File: src/rtl/calc_pkg.sv
// Shared definitions for calculator_core: FSM state encodings, opcodes and flag bit indices.
package calc_pkg;

    typedef enum logic [1:0] {
        ST_IDLE   = 2'd0,
        ST_WITH_A = 2'd1,
        ST_WITH_B = 2'd2,
        ST_RESULT = 2'd3
    } calc_state_e;

    localparam int OP_ADD = 0;
    localparam int OP_SUB = 1;
    localparam int OP_AND = 2;
    localparam int OP_OR  = 3;
    localparam int OP_XOR = 4;
    localparam int OP_NOT = 5;
    localparam int OP_SHL = 6;
    localparam int OP_SHR = 7;

    localparam int FLG_ERR   = 0;
    localparam int FLG_ZERO  = 1;
    localparam int FLG_CARRY = 2;
    localparam int FLG_OVF   = 3;
    localparam int FLAG_W    = 4;

endpackage

File: src/rtl/calculator_core_if.sv
// Board-side bundle for calculator_core: switches and buttons in, display word, state and flags out.
interface calc_if #(
    parameter int WIDTH = 8,
    parameter int OP_W  = 4
);
    // No valid/ready pair here: result_valid is a level that is high while the
    // result register holds a computed value, and flags_o is meaningful only then.
    logic [WIDTH+OP_W-1:0] Switchs;
    logic                  Enter;
    logic                  Clear;
    logic [1:0]            state_o;
    logic [WIDTH-1:0]      display_o;
    logic                  result_valid;
    logic [3:0]            flags_o;

    modport master (
        output Switchs, Enter, Clear,
        input  state_o, display_o, result_valid, flags_o
    );

    modport slave (
        input  Switchs, Enter, Clear,
        output state_o, display_o, result_valid, flags_o
    );
endinterface

File: src/rtl/calc_alu.sv
// Combinational ALU for calculator_core: unsigned WIDTH-bit result plus carry/borrow, signed overflow and error.
module calc_alu
    import calc_pkg::*;
#(
    parameter int WIDTH = 8,
    parameter int OP_W  = 4
) (
    input  logic [WIDTH-1:0] a,
    input  logic [WIDTH-1:0] b,
    input  logic [OP_W-1:0]  op,
    output logic [WIDTH-1:0] result,
    output logic             carry,
    output logic             overflow,
    output logic             error
);

    localparam int MSB = WIDTH - 1;

    logic [WIDTH:0] sum_ext;
    logic [WIDTH:0] diff_ext;

    always_comb begin
        sum_ext  = {1'b0, a} + {1'b0, b};
        diff_ext = {1'b0, a} - {1'b0, b};
        result   = '0;
        carry    = 1'b0;
        overflow = 1'b0;
        error    = 1'b0;
        case (op)
            OP_W'(OP_ADD): begin
                result   = sum_ext[WIDTH-1:0];
                carry    = sum_ext[WIDTH];
                overflow = (a[MSB] == b[MSB]) && (sum_ext[MSB] != a[MSB]);
            end
            // The extra bit of the widened difference is the borrow out.
            OP_W'(OP_SUB): begin
                result   = diff_ext[WIDTH-1:0];
                carry    = diff_ext[WIDTH];
                overflow = (a[MSB] != b[MSB]) && (diff_ext[MSB] != a[MSB]);
            end
            OP_W'(OP_AND): result = a & b;
            OP_W'(OP_OR):  result = a | b;
            OP_W'(OP_XOR): result = a ^ b;
            OP_W'(OP_NOT): result = ~a;
            OP_W'(OP_SHL): begin
                result = {a[WIDTH-2:0], 1'b0};
                carry  = a[MSB];
            end
            OP_W'(OP_SHR): begin
                result = {1'b0, a[WIDTH-1:1]};
                carry  = a[0];
            end
            default: error = 1'b1;
        endcase
    end

endmodule

File: src/rtl/calculator_core.sv
// Calculator core: button synchronisers, A/B/op entry FSM and registered ALU result with flags.
// Define CALC_CHAIN_EN to make Enter in RESULT load A from the previous result.
module calculator_core
    import calc_pkg::*;
#(
    parameter int WIDTH = 8,
    parameter int OP_W  = 4
) (
    input  logic   clock,
    input  logic   reset,
    calc_if.slave  bus
);

    logic [2:0] enter_sync_q, enter_sync_d;
    logic [2:0] clear_sync_q, clear_sync_d;
    logic       enter_evt, clear_evt;

    calc_state_e       state_q, state_d;
    logic [WIDTH-1:0]  a_q, a_d;
    logic [WIDTH-1:0]  b_q, b_d;
    logic [OP_W-1:0]   op_q, op_d;
    logic [WIDTH-1:0]  result_q, result_d;
    logic              rv_q, rv_d;
    logic [FLAG_W-1:0] flags_q, flags_d;

    logic [WIDTH-1:0]  sw_data;
    logic [OP_W-1:0]   sw_op;
    logic [WIDTH-1:0]  alu_result;
    logic              alu_carry, alu_ovf, alu_err;

    assign sw_data = bus.Switchs[WIDTH-1:0];
    assign sw_op   = bus.Switchs[WIDTH+OP_W-1:WIDTH];

    // Bit 0 is the metastability catcher; the event fires on s2 high while s3 is still low.
    assign enter_sync_d = {enter_sync_q[1:0], bus.Enter};
    assign clear_sync_d = {clear_sync_q[1:0], bus.Clear};
    assign enter_evt    = enter_sync_q[1] & ~enter_sync_q[2];
    assign clear_evt    = clear_sync_q[1] & ~clear_sync_q[2];

    calc_alu #(.WIDTH(WIDTH), .OP_W(OP_W)) u_alu (
        .a        (a_q),
        .b        (b_q),
        .op       (op_q),
        .result   (alu_result),
        .carry    (alu_carry),
        .overflow (alu_ovf),
        .error    (alu_err)
    );

    always_comb begin
        state_d  = state_q;
        a_d      = a_q;
        b_d      = b_q;
        op_d     = op_q;
        result_d = result_q;
        rv_d     = rv_q;
        flags_d  = flags_q;
        if (clear_evt) begin
            state_d  = ST_IDLE;
            a_d      = '0;
            b_d      = '0;
            op_d     = '0;
            result_d = '0;
            rv_d     = 1'b0;
            flags_d  = '0;
        end else if (enter_evt) begin
            case (state_q)
                ST_IDLE: begin
                    a_d     = sw_data;
                    state_d = ST_WITH_A;
                end
                ST_WITH_A: begin
                    b_d     = sw_data;
                    state_d = ST_WITH_B;
                end
                ST_WITH_B: begin
                    op_d    = sw_op;
                    state_d = ST_RESULT;
                end
                default: begin
`ifdef CALC_CHAIN_EN
                    a_d = result_q;
`else
                    a_d = sw_data;
`endif
                    b_d     = '0;
                    rv_d    = 1'b0;
                    state_d = ST_WITH_A;
                end
            endcase
        end else if (state_q == ST_RESULT && !rv_q) begin
            result_d           = alu_result;
            rv_d               = 1'b1;
            flags_d            = '0;
            flags_d[FLG_ERR]   = alu_err;
            flags_d[FLG_ZERO]  = (alu_result == '0) && !alu_err;
            flags_d[FLG_CARRY] = alu_carry;
            flags_d[FLG_OVF]   = alu_ovf;
        end
    end

    always_ff @(posedge clock or posedge reset) begin
        if (reset) begin
            enter_sync_q <= '0;
            clear_sync_q <= '0;
            state_q      <= ST_IDLE;
            a_q          <= '0;
            b_q          <= '0;
            op_q         <= '0;
            result_q     <= '0;
            rv_q         <= 1'b0;
            flags_q      <= '0;
        end else begin
            enter_sync_q <= enter_sync_d;
            clear_sync_q <= clear_sync_d;
            state_q      <= state_d;
            a_q          <= a_d;
            b_q          <= b_d;
            op_q         <= op_d;
            result_q     <= result_d;
            rv_q         <= rv_d;
            flags_q      <= flags_d;
        end
    end

    always_comb begin
        bus.display_o = sw_data;
        case (state_q)
            ST_IDLE:   bus.display_o = sw_data;
            ST_WITH_A: bus.display_o = a_q;
            ST_WITH_B: bus.display_o = b_q;
            default:   bus.display_o = rv_q ? result_q : b_q;
        endcase
    end

    assign bus.state_o      = state_q;
    assign bus.result_valid = rv_q;
    assign bus.flags_o      = rv_q ? flags_q : '0;

endmodule

File: src/flat_wrapper.sv
// flat-port wrapper written by rule: the top's interface ports become plain ports
module calculator_core_flat import calc_pkg::*;
#(
    parameter int WIDTH = 8,
    parameter int OP_W  = 4
)
  (clock, reset, bus_Switchs, bus_Enter, bus_Clear, bus_state_o, bus_display_o, bus_result_valid, bus_flags_o);
  calc_if #(.WIDTH(WIDTH), .OP_W(OP_W)) bus_i ();
  input  logic clock;
  input  logic reset;
  input wire logic [$bits(bus_i.Switchs)-1:0] bus_Switchs;
  input wire logic [$bits(bus_i.Enter)-1:0] bus_Enter;
  input wire logic [$bits(bus_i.Clear)-1:0] bus_Clear;
  output wire logic [$bits(bus_i.state_o)-1:0] bus_state_o;
  output wire logic [$bits(bus_i.display_o)-1:0] bus_display_o;
  output wire logic [$bits(bus_i.result_valid)-1:0] bus_result_valid;
  output wire logic [$bits(bus_i.flags_o)-1:0] bus_flags_o;
  assign bus_i.Switchs = bus_Switchs;
  assign bus_i.Enter = bus_Enter;
  assign bus_i.Clear = bus_Clear;
  assign bus_state_o = bus_i.state_o;
  assign bus_display_o = bus_i.display_o;
  assign bus_result_valid = bus_i.result_valid;
  assign bus_flags_o = bus_i.flags_o;
  calculator_core #(.WIDTH(WIDTH), .OP_W(OP_W)) u_core (.clock(clock), .reset(reset), .bus(bus_i));
endmodule
File: config.mk
export PLATFORM = sky130hd
export DESIGN_NAME = calculator_core_flat
export DESIGN_NICKNAME = d
export VERILOG_FILES = /design/src/rtl/calc_pkg.sv /design/src/rtl/calculator_core_if.sv /design/src/rtl/calc_alu.sv /design/src/rtl/calculator_core.sv /design/src/flat_wrapper.sv
export SDC_FILE = /design/constraint.sdc
export NUM_CORES = 1
export LEC_CHECK = 0
export ABC_AREA = 1
export CAP_MARGIN = 10
export CORE_MARGIN = 10
export CORE_UTILIZATION = 40
export DETAILED_ROUTE_END_ITERATION = 8
export GPL_TIMING_DRIVEN = 0
export PLACE_DENSITY = 0.57
export SETUP_SLACK_MARGIN = 0.05
export SLEW_MARGIN = 0
export SYNTH_ARGS = -nofsm -noshare
export SYNTH_HDL_FRONTEND = slang
export SYNTH_SLANG_ARGS = --single-unit
File: constraint.sdc
create_clock -name clock -period 6.4 [get_ports clock]
set_clock_uncertainty 0.1 [all_clocks]
set_input_delay 1.92 -clock clock [delete_from_list [all_inputs] [get_ports clock]]
set_output_delay 1.92 -clock clock [all_outputs]
set_load 0.03 [all_outputs]
# Word level (Yosys, flattened, before mapping)
# Index checks and enable logic that the tools add are counted.
# word_totals
reg_bits	41
# classes
n_addsub	2
eq_ne	18
mux	29
n_bitwise	8
reduce_logical	21
# op_table
cell	count
2-to-1 mux 8 bit	9
one-hot mux 8 bit (8 select lines)	1
2-to-1 mux 4 bit	7
one-hot mux 8 bit (3 select lines)	1
equality test 4 x 3 -> 1 bit, second input constant	4
one-hot mux 8 bit (2 select lines)	1
AND reduction 2 bit	5
adder 8 x 8 -> 9 bit	1
subtractor 8 x 8 -> 9 bit	1
AND 8 bit	1
equality test 4 x 2 -> 1 bit, second input constant	2
logical NOT 8 bit	1
NOT 8 bit	1
OR 8 bit	1
OR reduction 8 bit	1
bitwise XOR 8 bit	1
nonzero test 2 bit	3
2-to-1 mux 1 bit	5
equality test 2 bit, second input constant	2
equality test 4 x 1 -> 1 bit, second input constant	1
logical AND 1 bit	4
logical NOT 4 bit	1
2-to-1 mux 2 bit	2
!= test 2 x 1 -> 1 bit, second input constant	2
15 further kinds	20

# Longest topological paths before layout
# logic_depth
ltp_word	7
ltp_mapped	14
depth_no_buf	14

# Cells and area by module
# A second synthesis with hierarchy kept.
# unflattened
hier_cells	546
hier_area_um2	3563.4
# by_module_without_submodules
module	n_inst	cells_per_inst	area_each_um2
calculator_core	1	283	2115.8
calc_alu	1	263	1447.6

# Worst setup path before layout
# OpenSTA, ideal clock, no wires.
# synth_path
path_type	input -> output
from	input bus_Switchs[5]
to	output bus_display_o[5]
arrival_ps	2463
required_time_ps	4380
slack_ps	1917
stages	2
cell_sequence	a21oi_1 -> o22ai_1
# synth_via
elab_chain_len	1
# synth_rtl
item	line	source
from (decl)	flat_wrapper.sv:11	input wire logic [$bits(bus_i.Switchs)-1:0] bus_Switchs;
one-hot mux 8 bit (3 select lines)	calculator_core.sv:128	case (state_q)
to (decl)	flat_wrapper.sv:15	output wire logic [$bits(bus_i.display_o)-1:0] bus_display_o;
# Every way passes these cells.

# Worst setup path after layout
# Ends and elaborated chain as after synthesis.

==> impl_results.md <==
* Status: completed
* PD cells at 250 nW/um2
* Sequential power share at 0.328
* Syn-to-layout area delta at 16.6%
* Post-route setup TNS at 0 ns
* Share of post-route cells with drive strength above 1 at 0.0645
* Count of final max-slew check failures at 0
* Drt drc at 0
* Multi-input gate area at approximately 2000 um2
* Synth Flop Type: dfrtp_1
* CTS resizes at 0
* Die Area at 12,300 um2
* Die X at ~110 um
* GPL Wtd Cong at approximately 0.9
* Mapped Area at roughly 3300 um2
* Comb pwr share at 0.446
* Cell internal pwr at around 560 uW
* VDD IR max at between 0.15 and 0.2 mV
* Port bufs at 30
* Sequential-to-total area share from yosys stat at 0.311
* RSZ-0062 raised after global routing: false
* Final hold vios at 0
* Max-Cap Viols at 0
* Setup violators final at 0
* Final WL at 10,200 um
* Rows at 33
* First DRT Iteration DRCs at 192
* Post-CTS Hold Buffers at 0
* Fill count at around 830
* Synth top area share at 0.311
* Met1 usage at 0.220
* CTS Buf Count at 5
* Yosys warns at 0
* Critical Path Fanout Max at 3
* Antenna diode count at 0
* Post-Syn Instances at ~470
* Gr ovfl total at 0
* Met3 Track Usage GR at 0.0244
* Part of the power in the clock network at 0.226
* First-pass GRT wire length at approximately 17,000 um
* Power consumption at between 900 and 1000 uW
* Crit start category: input pin
* Worst-Skew Late Latency at around 0.29 ns
* # Post-CTS Setup Buffers at 0
* Met2 Use GR at 0.252
* Synth cell types at 35
* Post-synth top area cell: dfrtp_1
* Switching portion of total power at 0.418
* Vias per cell at 5.33
* Final layout net count at about 560
* Synth area leaders: dfrtp_1, nand2_1, ha_1
* Mapped Nets at around 520
* Leak at about 0.0019 uW
* Core Box Area at approximately 8100 um2
* Post-synth top cells: nand2_1, nand3_1, inv_1
* Clock slew at reported path FFs at 0.08 ns
* GRT Total Usage at 0.162
* Worst-margin pin slew at around 0.83 ns
* Number of synthesized flops with an enable pin at 0
* Most frequent cell after synthesis: nand2_1
* Largest net degree at the start of global routing at 42
* CTS tree: done
* Fin crit share at 0.849
* CP endpoint kind: output port
* WL per Instance at ~16 um
* Via count at roughly 3,300
* Data arrival, critical path at around 3.4 ns
* # IOs at 31
* Die H at about 110 um
* Initial Util at 0.405
* Clk sinks at a little over 40
* Pre-antenna DRT Iters at 5
* Hold Path Class: reg -> reg
* Yosys reg bits at 41
* Antenna violations before repair at 0
* Max-slew headroom at 0.445
* Max Fclk at around 180 MHz
* Switch Pwr at roughly 400 uW
* Seq. cell area at just over 1000 um2
* H-tree depth at 2
* Period minus WS final at ~5.4 ns
* Number of global-route vias before repair at about 3,200
* GRT busiest layer: met2
* Hpwl dp at between 8000 and 9000 um
* Bufs on Longest Clock Path at 2
* CP Class: in -> out
* Routed Antenna Nets at 0
* Async set or reset register ratio after synthesis at 1.00
* Root Buffer: clkbuf_8
* Req. time, crit path at between 4 and 5 ns
* Mean Syn Cell Area at roughly 7.0 um2
[state kept, by name, indices dropped and copies added (netlist names), 2 cells and up]
| name | count |
|---|---|
| u_core.b_q | 8 |
| u_core.clear_sync_q | 3 |
| u_core.enter_sync_q | 3 |
| u_core.op_q | 4 |
| u_core.result_q | 8 |
| u_core.bus.state_o | 2 |
| u_core.flags_q | 4 |
| u_core.a_q | 8 |
[critical path, stage by stage]
cell and delay [ns]:
clkdlybuf4s50_1 0.53, a21oi_1 0.09, o22ai_1 0.17, clkdlybuf4s50_1 0.71
[worst paths after layout]
path	from	end	slack, ns	depth (start not counted)
worst min register to register	u_core.enter_sync_q[0]	u_core.enter_sync_q[1]	0.26	0
worst max register to register	u_core.a_q[0]	u_core.flags_q[1]	3.83	14
worst min-delay path	u_core.enter_sync_q[0]	u_core.enter_sync_q[1]	0.26	0
min in group asynchronous	reset	u_core.clear_sync_q[0]	2.01	2
max in group asynchronous	reset	u_core.bus.result_valid	3.67	2
worst max-delay path	bus_Switchs[5]	bus_display_o[5]	0.97	4
[cell type report]
cell class / count / area share
inverters: 60 / 0.0586
clock buffers: 7 / 0.0225
flip-flops and latches: 41 / 0.267
multi-input cells: 358 / 0.514
clock inverters: 1 / 0.00781
plain buffers: 15 / 0.0185
well taps: 105 / 0.0342
repair buffers: 30 / 0.0781
[placed cells by master (no fill, tap or decap), types with 2 or more instances in the layout]
master | netlist | layout
nor2_1 | 41 | 41
fa_1 | 2 | 2
dfrtp_1 | 41 | 41
nand3b_1 | 5 | 5
nand4_1 | 4 | 4
clkdlybuf4s50_1 | 0 | 30
o21ai_0 | 32 | 32
buf_4 | 2 | 2
a22o_1 | 5 | 5
nor2_2 | 5 | 5
ha_1 | 29 | 29
o21ai_1 | 6 | 6
clkbuf_8 | 0 | 6
clkbuf_1 | 6 | 7
nand3_1 | 56 | 56
inv_2 | 5 | 6
nor3_1 | 4 | 4
nand2_1 | 107 | 107
nand2_2 | 2 | 2
buf_2 | 6 | 6
clkinv_1 | 3 | 3
or2_2 | 2 | 2
a21oi_1 | 18 | 18
inv_1 | 52 | 51
o22ai_1 | 28 | 28
xnor2_1 | 2 | 2
[power by group through the flow]
stage	clock (uW)	sequential, uW	combinational (uW)
floorplan	0	318	289
global placement	0	320	424
detailed placement	0	321	426
CTS	221	316	429
global route	233	320	479
finish	218	316	429
[cells by family (layout without fill, tap and decap cells)]
group / count (synthesis) / count (layout) / synth area share
adders and majority gates: 31 / 31 / 0.122
DFF: 41 / 41 / 0.311
and+or+nand+nor: 229 / 229 / 0.303
AOI/OAI and AO/OA: 96 / 96 / 0.169
xor gates and xnor gates: 2 / 2 / 0.00531
buffers and inverters: 75 / 113 / 0.0899
[through the flow]
step / cell area, um2 / utilization / cells / worst slack, ns / hold slack (ns)
global placement: 3730 / 0.458 / 609 / 0.986 / 0.234
CTS: 3840 / 0.473 / 617 / 0.986 / 0.267
floorplan: 3300 / - / 474 / 1.92 / 0.231
detailed placement: 3730 / 0.458 / 609 / 0.988 / 0.238
global route: 3840 / 0.473 / 617 / 0.900 / 0.271
finish: 3840 / 0.473 / 617 / 0.966 / 0.263
[routing by layer]
layer  part of all wire  wire [um]
met5                  0          0
met4              0.020        201
met3              0.043        439
met2               0.44       4460
met1               0.50       5060
Note: power is estimated with default switching activity, not from simulation.
